--- src/rtl/jt51_ch_wr_sched_if.sv ---
// Signal bundle for jt51_ch_wr_sched: CPU register-write side in, ring-facing
// data/strobes and status out.
interface jt51_ch_wr_sched_if;
   logic       wr;
   logic [7:0] addr;
   logic [7:0] din;
   logic       ovf_clr;
   logic [7:0] dout;
   logic       up_rl_ch;
   logic       up_fb_ch;
   logic       up_con_ch;
   logic       up_kc_ch;
   logic       up_kf_ch;
   logic       up_ams_ch;
   logic       up_pms_ch;
   logic [2:0] cur_ch;
   logic       busy;
   logic       full;
   logic       ovf;

   modport master (
      output wr, addr, din, ovf_clr,
      input  dout, up_rl_ch, up_fb_ch, up_con_ch, up_kc_ch, up_kf_ch,
             up_ams_ch, up_pms_ch, cur_ch, busy, full, ovf
   );

   modport slave (
      input  wr, addr, din, ovf_clr,
      output dout, up_rl_ch, up_fb_ch, up_con_ch, up_kc_ch, up_kf_ch,
             up_ams_ch, up_pms_ch, cur_ch, busy, full, ovf
   );
endinterface

--- src/rtl/jt51_ch_wr_sched.sv ---
// Queues CPU writes to regs 0x20-0x3F and releases each one when its channel
// slot reaches the ring input. Define JT51_CHWR_COALESCE_EN to merge repeat writes.
module jt51_ch_wr_sched #(
   parameter int unsigned DEPTH     = 4,
   parameter int unsigned CH_OFFSET = 0
) (
   input  logic              clk,
   input  logic              rst_n,
   input  logic              cen,
   jt51_ch_wr_sched_if.slave bus
);
   localparam int unsigned   AW       = (DEPTH > 1) ? $clog2(DEPTH) : 1;
   localparam int unsigned   CW       = $clog2(DEPTH + 1);
   localparam logic [2:0]    OFS      = 3'(CH_OFFSET % 8);
   localparam logic [CW-1:0] FULL_CNT = CW'(DEPTH);

   typedef enum logic [1:0] {
      GRP_RFC = 2'd0,
      GRP_KC  = 2'd1,
      GRP_KF  = 2'd2,
      GRP_PA  = 2'd3
   } grp_e;

   typedef struct packed {
      grp_e       grp;
      logic [2:0] ch;
      logic [7:0] data;
   } entry_t;

   entry_t        mem [DEPTH];
   entry_t        head;
   entry_t        new_ent;
   logic [AW-1:0] rd_ptr;
   logic [AW-1:0] wr_ptr;
   logic [AW-1:0] hit_idx;
   logic [CW-1:0] count;
   logic [CW-1:0] count_nxt;
   logic [2:0]    cnt;
   logic [2:0]    cur;
   logic          busy_r;
   logic          full_r;
   logic          ovf_r;
   logic          match;
   logic          pop;
   logic          valid;
   logic          hit;
   logic          push;
   logic          drop;

   always_comb begin
      head    = mem[rd_ptr];
      cur     = cnt + OFS;
      match   = busy_r && (head.ch == cur);
      pop     = cen && match;
      valid   = bus.wr && (bus.addr[7:5] == 3'b001);
      new_ent = '{grp: grp_e'(bus.addr[4:3]), ch: bus.addr[2:0], data: bus.din};
      hit     = 1'b0;
      hit_idx = '0;
`ifdef JT51_CHWR_COALESCE_EN
      // Head is skipped: it may be leaving this very cycle.
      for (int unsigned i = 1; i < DEPTH; i++) begin
         if (!hit && (i < 32'(count)) &&
             (mem[rd_ptr + AW'(i)].grp == new_ent.grp) &&
             (mem[rd_ptr + AW'(i)].ch  == new_ent.ch)) begin
            hit     = 1'b1;
            hit_idx = rd_ptr + AW'(i);
         end
      end
      hit = hit && valid;
`endif
      push = valid && !hit && (!full_r || pop);
      drop = valid && !hit && full_r && !pop;
      count_nxt = count;
      if (push && !pop) count_nxt = count + 1'b1;
      if (pop && !push) count_nxt = count - 1'b1;
   end

   always_ff @(posedge clk or negedge rst_n) begin
      if (!rst_n) begin
         cnt    <= '0;
         rd_ptr <= '0;
         wr_ptr <= '0;
         count  <= '0;
         busy_r <= 1'b0;
         full_r <= 1'b0;
         ovf_r  <= 1'b0;
      end else begin
         if (cen)  cnt    <= cnt + 3'd1;
         if (push) wr_ptr <= wr_ptr + 1'b1;
         if (pop)  rd_ptr <= rd_ptr + 1'b1;
         count  <= count_nxt;
         busy_r <= (count_nxt != '0);
         full_r <= (count_nxt == FULL_CNT);
         if (drop)             ovf_r <= 1'b1;
         else if (bus.ovf_clr) ovf_r <= 1'b0;
      end
   end

   always_ff @(posedge clk) begin
      if (push)     mem[wr_ptr]         <= new_ent;
      else if (hit) mem[hit_idx].data   <= bus.din;
   end

   always_comb begin
      bus.up_rl_ch  = 1'b0;
      bus.up_fb_ch  = 1'b0;
      bus.up_con_ch = 1'b0;
      bus.up_kc_ch  = 1'b0;
      bus.up_kf_ch  = 1'b0;
      bus.up_ams_ch = 1'b0;
      bus.up_pms_ch = 1'b0;
      if (match) begin
         case (head.grp)
            GRP_RFC: begin
               bus.up_rl_ch  = 1'b1;
               bus.up_fb_ch  = 1'b1;
               bus.up_con_ch = 1'b1;
            end
            GRP_KC:  bus.up_kc_ch = 1'b1;
            GRP_KF:  bus.up_kf_ch = 1'b1;
            GRP_PA: begin
               bus.up_ams_ch = 1'b1;
               bus.up_pms_ch = 1'b1;
            end
            default: ;
         endcase
      end
      bus.dout   = busy_r ? head.data : '0;
      bus.cur_ch = cur;
      bus.busy   = busy_r;
      bus.full   = full_r;
      bus.ovf    = ovf_r;
   end
endmodule

--- src/flat_wrapper.sv ---
// flat-port wrapper written by rule: the top's interface ports become plain ports
module jt51_ch_wr_sched_flat 
#(
   parameter int unsigned DEPTH     = 4,
   parameter int unsigned CH_OFFSET = 0
)
  (clk, rst_n, cen, bus_wr, bus_addr, bus_din, bus_ovf_clr, bus_dout, bus_up_rl_ch, bus_up_fb_ch, bus_up_con_ch, bus_up_kc_ch, bus_up_kf_ch, bus_up_ams_ch, bus_up_pms_ch, bus_cur_ch, bus_busy, bus_full, bus_ovf);
  jt51_ch_wr_sched_if bus_i ();
  input  logic clk;
  input  logic rst_n;
  input  logic cen;
  input wire logic [$bits(bus_i.wr)-1:0] bus_wr;
  input wire logic [$bits(bus_i.addr)-1:0] bus_addr;
  input wire logic [$bits(bus_i.din)-1:0] bus_din;
  input wire logic [$bits(bus_i.ovf_clr)-1:0] bus_ovf_clr;
  output wire logic [$bits(bus_i.dout)-1:0] bus_dout;
  output wire logic [$bits(bus_i.up_rl_ch)-1:0] bus_up_rl_ch;
  output wire logic [$bits(bus_i.up_fb_ch)-1:0] bus_up_fb_ch;
  output wire logic [$bits(bus_i.up_con_ch)-1:0] bus_up_con_ch;
  output wire logic [$bits(bus_i.up_kc_ch)-1:0] bus_up_kc_ch;
  output wire logic [$bits(bus_i.up_kf_ch)-1:0] bus_up_kf_ch;
  output wire logic [$bits(bus_i.up_ams_ch)-1:0] bus_up_ams_ch;
  output wire logic [$bits(bus_i.up_pms_ch)-1:0] bus_up_pms_ch;
  output wire logic [$bits(bus_i.cur_ch)-1:0] bus_cur_ch;
  output wire logic [$bits(bus_i.busy)-1:0] bus_busy;
  output wire logic [$bits(bus_i.full)-1:0] bus_full;
  output wire logic [$bits(bus_i.ovf)-1:0] bus_ovf;
  assign bus_i.wr = bus_wr;
  assign bus_i.addr = bus_addr;
  assign bus_i.din = bus_din;
  assign bus_i.ovf_clr = bus_ovf_clr;
  assign bus_dout = bus_i.dout;
  assign bus_up_rl_ch = bus_i.up_rl_ch;
  assign bus_up_fb_ch = bus_i.up_fb_ch;
  assign bus_up_con_ch = bus_i.up_con_ch;
  assign bus_up_kc_ch = bus_i.up_kc_ch;
  assign bus_up_kf_ch = bus_i.up_kf_ch;
  assign bus_up_ams_ch = bus_i.up_ams_ch;
  assign bus_up_pms_ch = bus_i.up_pms_ch;
  assign bus_cur_ch = bus_i.cur_ch;
  assign bus_busy = bus_i.busy;
  assign bus_full = bus_i.full;
  assign bus_ovf = bus_i.ovf;
  jt51_ch_wr_sched #(.DEPTH(DEPTH), .CH_OFFSET(CH_OFFSET)) u_core (.clk(clk), .rst_n(rst_n), .cen(cen), .bus(bus_i));
endmodule
--- config.mk ---
export PLATFORM = sky130hd
export DESIGN_NAME = jt51_ch_wr_sched_flat
export DESIGN_NICKNAME = d
export VERILOG_FILES = /design/src/rtl/jt51_ch_wr_sched_if.sv /design/src/rtl/jt51_ch_wr_sched.sv /design/src/flat_wrapper.sv
export SDC_FILE = /design/constraint.sdc
export NUM_CORES = 1
export LEC_CHECK = 0
export BUFFER_PORTS_ARGS = -buffer_cell sky130_fd_sc_hd__buf_4
export CAP_MARGIN = 20
export CORE_MARGIN = 2
export CORE_UTILIZATION = 30
export DETAILED_ROUTE_END_ITERATION = 8
export GPL_TIMING_DRIVEN = 0
export PLACE_DENSITY = 0.45
export SLEW_MARGIN = 0
export SYNTH_ARGS = -nofsm -noshare
export SYNTH_HDL_FRONTEND = slang
export SYNTH_SLANG_ARGS = --single-unit
--- constraint.sdc ---
create_clock -name clk -period 2.9 [get_ports clk]
set_clock_uncertainty 0.15 [all_clocks]
set_input_delay 0.58 -clock clk [delete_from_list [all_inputs] [get_ports clk]]
set_output_delay 0.58 -clock clk [all_outputs]
set_load 0.02 [all_outputs]
* Yosys cells after proc, flatten, opt, wreduce, memory -nomap -nowiden
Memories as Yosys holds them, arrays and structs flattened.
Cells that the tools add are included.
** Word-level totals
- Register bits :: 13
- Bits in latches :: 0
- RAM bits :: 52
- Bits in read-only memories :: 0
- Bits of input ports :: 21
- Output and inout port bits :: 21
- Word-level logic and storage cells :: 49
- Memories kept :: 1
** Cells by class
- Add/sub/neg operators :: 5
- $mul :: 0
- Div/mod/pow operators :: 0
- Magnitude comparators :: 0
- Eq/ne operators :: 6
- Shift operators :: 0
- Multiplexer cells :: 15
- Bitwise gates (word level) :: 0
- Reductions and logical operators :: 15
** Memory list
- u_core.mem :: depth 4, bits a word 13, read ports 1, clocked after Yosys merged registers in 0, write ports 1, RTL line jt51_ch_wr_sched.sv:30 : entry_t mem [DEPTH];
** Operators with widths (count)
- 1-bit 2-to-1 mux :: 12
- 1-bit logical AND :: 8
- 8-bit 2-to-1 mux :: 1
- 3-bit by 1-bit adder with 3-bit output (second input constant) :: 2
- 3-bit 2-to-1 mux :: 2
- 2-bit by 1-bit adder with 2-bit output (second input constant) :: 2
- 2-bit equality test (second input constant) :: 2
- 3-bit by 1-bit equality test with 1-bit output (second input constant) :: 1
- 3-bit equality test :: 1
- 3-bit equality test (second input constant) :: 1
- 1-bit zero test :: 3
- 3-bit nonzero test :: 1
- 3-bit by 1-bit subtractor with 3-bit output (second input constant) :: 1
- 2-bit by 1-bit equality test with 1-bit output (second input constant) :: 1
- 2-bit zero test :: 1
- 2-bit nonzero test :: 1
- 1-bit logical OR :: 1

* Depth between registers and ports, before layout
Gate-level depths: netlist of run 1.
An unclocked memory read counts as a cell.
- Word-level depth :: 10
- Depth in mapped cells :: 7
- Depth with buffers taken out :: 5

* Least setup slack after synthesis of run 1
No wires, ideal clock.
- Path kind :: flip-flop to output port
- Start point :: reg u_core.rd_ptr[0]
- End point :: out bus_up_fb_ch
- Arrival :: 2.411 ns
- Required time :: 2.170 ns
- Path slack :: -0.241 ns
- Stages on the path, launching flop included :: 8
- Path buffers :: 2
- Path through :: dfrtp_1 > buf_6 > mux4_2 > xnor2_1 > and2_1 > nand3_1 > nor3_1 > buf_4
** Between the ends
- Word-level cells in the longest chain between the ends :: 4
- Elaborated cells on any way between the ends :: 6
- Classes of those cells :: eq/ne (1); mux (2); reduce/logical (2); memory (1)
** RTL lines
- start: declaration :: RTL line jt51_ch_wr_sched.sv:33 : logic [AW-1:0] rd_ptr;
- start signal: assignment :: RTL line jt51_ch_wr_sched.sv:90 : if (pop) rd_ptr <= rd_ptr + 1'b1;
- memory 4 x 13 bit *
- 3-bit equality test / 2-bit zero test (equally long branches)
- 1-bit logical AND / 1-bit 2-to-1 mux (equally long branches)
- 1-bit 2-to-1 mux *
- end: declaration :: RTL line flat_wrapper.sv:18 : output wire logic [$bits(bus_i.up_fb_ch)-1:0] bus_up_fb_ch;
Every way passes the cells marked *; elsewhere a longest branch is shown, timed or not.

* Final worst setup path of run 1
- Start point :: reg u_core.rd_ptr[0]
- End point :: out bus_up_pms_ch
** Between the ends
- Word-level cells in the longest chain between the ends :: 4
- Elaborated cells on any way between the ends :: 6
- Classes of those cells :: eq/ne (2); mux (2); reduce/logical (1); memory (1)
** RTL lines
- memory 4 x 13 bit *
- 2-bit equality test / 3-bit equality test (equally long branches) :: RTL line jt51_ch_wr_sched.sv:113, jt51_ch_wr_sched.sv:53
- 1-bit 2-to-1 mux / 1-bit logical AND (equally long branches) :: RTL line jt51_ch_wr_sched.sv:113, jt51_ch_wr_sched.sv:53
- 1-bit 2-to-1 mux * :: RTL line jt51_ch_wr_sched.sv:112 : if (match) begin
- end: declaration :: RTL line flat_wrapper.sv:23 : output wire logic [$bits(bus_i.up_pms_ch)-1:0] bus_up_pms_ch;
Marked as above.

==> impl_metrics.toml, run 1 <==
[synthesis]
syn-num-nets = 189
synth_warnings = 0
synth.distinct_cells = 35
synth_area_per_cell_um2 = 17.5
synthXorXnorAreaFrac_pct = 3.06
syn_inst = 161
synth.yosys.seq_area_share_pct = 66.8
synth_top_family_by_area = "multiplexers"
ys_ff_latch = 65
synthMuxAreaShare_pct = 12.9
syn_area_um2 = 2830
synthSimpleGateAreaFrac_pct = 8.77
synth-compound-area-share_pct = 2.52
synth_fa_ha_area_share_pct = 3.10

[power]
power.density_nw_per_um2 = 900
p_int_mw = 2.09
comb_power_share_pct = 41.0
switchingPower_mw = 1.08
netSwitchingFraction_pct = 34.1
clockPowerShare_pct = 19.8
peakVddDrop_mv = 0.332
p_seq_share_pct = 39.2
p_leak_nw = 1.35
power_mw = 3.17

[die]
dieArea_um2 = 10200
design.core.area_um2 = 9200
die_w_um = 101
start_util_pct = 30.7
die_y_um = 101
ioPinCount = 42
rows = 35

[sta]
rsz0062_at_grt = "true"
min_period_ns = 2.99
hold_viol = 0
finalSetupViolCount = 5
fmax_ghz = 0.335
slew_headroom_pct = 58.8
tightest_slew_ns = 0.609
fin_crit_sh_pct = 103
fin_ws_ns = -0.0865
maxSlewViolCount = 0

[cells_and_area]
syn2layout_area_growth_pct = 24.8
mostFrequentLayoutCell = "edfxtp_1"
drive_gt1_share_pct = 41.4
layout_common_cells = "edfxtp_1, buf_4, mux4_2, dfrtp_1, and2_1"
insertedDiodeCount = 0
final_util_pct = 38.3
nets = 245

[global_route]
grt_pass1_vias = 1731
antenna_found_initial = 0
grt_remaining_overflow = 0
grt_first_pass_wirelength_um = 8730
grt_usage_pct = 11.9
grt_start_max_net_pins = 14

[worst_setup_path]
crit_end = "bus_up_pms_ch"
arrival_ns = 2.26
timing.rr.end = "u_core.mem[3][12]"
cp-end-kind = "output port"
critPathMaxFanout = 4
reg2regPathDepth = 6
rr_startpoint = "u_core.rd_ptr[0]"
critPathLaunchType = "register"
reg2reg_slack_ns = 0.19
crit_start = "u_core.rd_ptr[0]"
critPathKind = "register to output port"
crit_required_ns = 2.17

[detailed_routing]
dr.pass1.iters = 4
route.detailed.wl_per_inst_um = 16.6
drtIter0Drc = 75
num_vias = 1560
wirelength_um = 5510
viasPerCell = 4.68
drcViolationCount = 0
antenna_left = 0

[clocking]
clockRootBuffer = "clkbuf_8"
htreeDepth = 3
cts_tree = "done"
clock_path_buffers = 2
cts.clk_slew.worst_paths_ns = 0.07
cts.sinks = 65
cts_buffers = 9
clk_latency_ns = 0.33

[placement]
dp_hpwl_um = 3690
io_buffers = 41
gp_congestion = 0.703
dp_slack_ns = -0.0865

[outcome]
violations = "negative setup slack"
status = "complete, but fails checks"

[run]
cap_violations = 0

[worst_hold_path]
hold_path.class = "input port to register"
[worst max-delay path, stage by stage (launching register included)]
cell and delay [ns]:
dfrtp_1 0.35, buf_6 0.12, mux4_2 0.52, xnor2_2 0.18, and2_4 0.19, nand3_4 0.09
and3b_1 0.27, buf_4 0.11, buf_6 0.10
[power groups by stage]
stage | registers [mW] | clock network, mW | logic, mW
after floorplan | 1.25 | 0 | 0.814
after global placement | 1.25 | 0 | 1.17
after detailed placement | 1.26 | 0 | 1.20
after CTS | 1.24 | 0.650 | 1.32
after global routing | 1.26 | 0.691 | 1.43
final | 1.24 | 0.629 | 1.30
[through the flow]
stage               setup TNS, ns  std cells  instance area, um^2  hold slack, ns
floorplan                       0        161                 2840           0.134
global placement            -1.57        313                 3280           0.288
detailed placement          -2.27        313                 3280           0.293
CTS                        -0.455        333                 3520           0.243
global route                -1.19        333                 3520           0.250
finish                     -0.240        333                 3520           0.260
[final cells by class]
| type | instances | area, um^2 |
|---|---|---|
| plain buffers | 8 | 61.3 |
| clock buffers | 12 | 135 |
| flip-flops and latches | 65 | 1890 |
| fillers | 883 | 5670 |
| well taps | 111 | 139 |
| inverters | 6 | 22.5 |
| repair buffers | 45 | 355 |
| multi-input cells | 82 | 905 |
| clock inverters | 4 | 20.0 |
[registers in the layout, indices dropped and copies added (netlist names)]
signal           cells
u_core.rd_ptr        2
u_core.count         3
u_core.mem          52
u_core.bus.busy      1
u_core.bus.ovf       1
u_core.cnt           3
u_core.bus.full      1
u_core.wr_ptr        2
[how the worst min path moves through the flow]
stage	from	to	slack, ns	cells after the start
final	bus_ovf_clr	u_core.bus.ovf	0.26	2
after floorplan	rst_n	u_core.bus.busy	0.13	0
after global routing	bus_ovf_clr	u_core.bus.ovf	0.25	2
after CTS	bus_ovf_clr	u_core.bus.ovf	0.24	2
after global placement	rst_n	u_core.cnt[0]	0.29	1
after detailed placement	rst_n	u_core.cnt[0]	0.29	1
[cell families after synthesis]
group,after synthesis
AOI/OAI and AO/OA,6
xor gates and xnor gates,9
adders and majority gates,7
buffers and inverters,14
and+or+nand+nor,40
muxes,20
DFF,65
[repair_timing]
item                                    4_1_cts  5_1_grt
endpoints found under the setup margin       59        7
hold buffers                                  1        0
buffers inserted                              3        0
pin swaps                                     2        1
resized for setup                            15        1
hold endpoints to repair                     13        0
[metal layers]
| metal | track usage [%] | share of wire [%] | vias up |
|---|---|---|---|
| li1 | - | - | 728 |
| met1 | 12.9 | 41 | 797 |
| met2 | 21.4 | 54 | 28 |
| met3 | 3.05 | 3.2 | 7 |
| met4 | 5.93 | 1.6 | 0 |
| met5 | 0 | 0 | - |
[cells in the mapped netlist]
cell type  instances  area [um^2]
dfrtp_1           13          325
buf_6              2         22.5
xor2_1             2         17.5
nor4_1             1         6.26
mux2_1             1         11.3
xnor2_2            1         16.3
nand3_1            4         20.0
ha_1               7         87.6
and3b_1            1         8.76
a21oi_2            1         8.76
nand4bb_1          1         11.3
buf_1              1         3.75
o2bb2ai_1          1         8.76
a211oi_2           1         12.5
mux2_2             1         11.3
edfxtp_1          52         1560
and3_1             2         12.5
nand4_2            1         12.5
nor3b_1            3         22.5
nor2_1             6         22.5
a32o_1             1         10.0
buf_4              3         22.5
nor4bb_1           1         10.0
clkbuf_1           1         3.75
o21ai_1            1         5.00
nand2_1            1         3.75
buf_2              1         5.00
inv_1              6         22.5
mux2i_1            5         50.1
and2_1            15         93.8
xnor2_1            6         52.6
a221oi_4           1         26.3
mux4_2            13          293
and4_1             1         8.76
nor3_1             3         15.0
(Power assumes the default switching activity.)
==> run 2: changes to the inputs <==
--- a/config.mk
+++ b/config.mk
@@ -11,6 +11,7 @@
 export CORE_UTILIZATION = 30
 export DETAILED_ROUTE_END_ITERATION = 8
 export GPL_TIMING_DRIVEN = 0
+export HOLD_SLACK_MARGIN = 0.05
 export PLACE_DENSITY = 0.45
 export SLEW_MARGIN = 0
 export SYNTH_ARGS = -nofsm -noshare
==> constraint.sdc (replaced) <==
create_clock -name clk -period 3.4 [get_ports clk]
set_clock_uncertainty 0.15 [all_clocks]
set_input_delay 0.68 -clock clk [delete_from_list [all_inputs] [get_ports clk]]
set_output_delay 0.68 -clock clk [all_outputs]
set_load 0.02 [all_outputs]
==> run 2 against run 1 <==
  * The flow now finishes without violations
  * Cell area up 0.50%
  * Hold slack better by 0.10 ns
  * Sequential share of layout area down 0.26 points
  * Highest routed layer unchanged
==> impl_metrics.toml, run 2 (same netlist as run 1, synthesis figures left out) <==
[clocking]
clk_latency_ns = 0.34
htreeDepth = 3
clockRootBuffer = "clkbuf_8"
cts_tree = "done"
cts.clk_slew.worst_paths_ns = 0.07
clock_path_buffers = 2
cts.sinks = 65
cts_buffers = 9
cts_setup_buffers = 0

[sta]
fin_ws_ns = 0.163
hold_viol = 0
holdWs_ns = 0.364
fmax_ghz = 0.309
slew_headroom_pct = 47.5
fin_setup_tns_ns = 0
min_period_ns = 3.24
tightest_slew_ns = 0.788
finalSetupViolCount = 0
fin_crit_sh_pct = 95.2
rsz0062_at_grt = "false"
maxSlewViolCount = 0

[cells_and_area]
syn2layout_area_growth_pct = 25.4
layout_common_cells = "edfxtp_1, buf_4, and2_1"
regArea_um2 = 1890
fin_cells = 330
regMostFlops = "u_core.mem"
drive_gt1_share_pct = 39.7
mostFrequentLayoutCell = "edfxtp_1"
largest_register_ffs = 52
nets = 242
reg_top3 = "u_core.mem: 52 flops, u_core.cnt: 3 flops, u_core.count: 3 flops"
nFillCells = 874
insertedDiodeCount = 0
fin_area_um2 = 3540
multi_input_area_um2 = 892
final_util_pct = 38.5

[die]
ioPinCount = 42
die_y_um = 101
die_w_um = 101
start_util_pct = 30.7
rows = 35
design.core.area_um2 = 9200
dieArea_um2 = 10200

[outcome]
status = "finished clean"

[power]
power.density_nw_per_um2 = 802
power_mw = 2.84
p_leak_nw = 1.36
peakVddDrop_mv = 0.315

[worst_setup_path]
crit_required_ns = 2.57
critPathLaunchType = "register"
critPathKind = "register to output port"
cp-end-kind = "output port"
cpPeakStageDelay_ns = 0.53
arrival_ns = 2.41
path_cells = "buf_6, mux4_2, xnor2_2, and2_4, nand3_2, nor3_4, buf_4, buf_4"
critPathSlowestCell = "mux4_2"
critPathMaxFanout = 6
crit_path_frequent_cell = "buf_4"

[global_route]
grt_remaining_overflow = 0
grt_usage_pct = 12.3
grt_start_max_net_pins = 14
grt_pass1_vias = 1787
grt_first_pass_wirelength_um = 9060
antenna_found_initial = 0

[detailed_routing]
dr.pass1.iters = 4
wirelength_um = 5660
antenna_left = 0
route.detailed.wl_per_inst_um = 17.2
num_vias = 1577
drcViolationCount = 0
viasPerCell = 4.78
drtIter0Drc = 78

[placement]
dp_slack_ns = 0.223
placed_cells = 313
io_buffers = 41
dp_hpwl_um = 3770
gp_congestion = 0.677
dpl_cell_area_um2 = 3270

[worst_hold_path]
hold_path.class = "input port to register"

[run]
cap_violations = 0
## run 2: metal layers
| layer | wire, um | track usage (%) |
|---|---|---|
| met5 | 0 | 0 |
| met4 | 83 | 6.03 |
| met3 | 249 | 3.81 |
| met2 | 3080 | 21.8 |
| met1 | 2250 | 13.3 |
## run 2: cell type report
type / instances / share of cell area, %
Sequential cell: 65 / 53.3
Multi-Input combinational cell: 82 / 25.2
Timing Repair Buffer: 42 / 8.97
Inverter: 6 / 0.636
Tap cell: 111 / 3.92
Clock inverter: 7 / 2.90
Clock buffer: 9 / 3.50
Buffer: 8 / 1.62
## run 2: worst max-delay path, delay by kind of cell, from the launching register on
family,cells,cell delay (ns)
multiplexers,1,0.53
flip-flops,1,0.35
AND/OR/NAND/NOR,3,0.61
XOR/XNOR,1,0.18
buffers and inverters,3,0.40
## run 2: path summary, 6_finish.rpt
check | from | end | cells past startpoint | slack [ns]
max | u_core.rd_ptr[0] | bus_up_fb_ch | 8 | 0.16
min in group asynchronous | rst_n | u_core.bus.busy | 2 | 0.57
min | bus_ovf_clr | u_core.bus.ovf | 2 | 0.36
max reg2reg | u_core.rd_ptr[0] | u_core.mem[0][10] | 6 | 0.47
max in group asynchronous | rst_n | u_core.wr_ptr[0] | 2 | 2.36
min reg2reg | u_core.bus.ovf | u_core.bus.ovf | 2 | 0.37
## run 2: power by group
part | internal, mW | switching, mW
Sequential | 0.948 | 0.114
Clock | 0.420 | 0.319
Combinational | 0.523 | 0.518
Total | 1.89 | 0.951
## run 2: repair_timing
action | CTS | global route
pin swaps | 1 | 1
gates resized for setup | 2 | 4
gates cloned | 0 | 0
hold buffers | 1 | 0
endpoints found under the setup margin | 4 | 3
endpoints found under the hold margin | 13 | 0
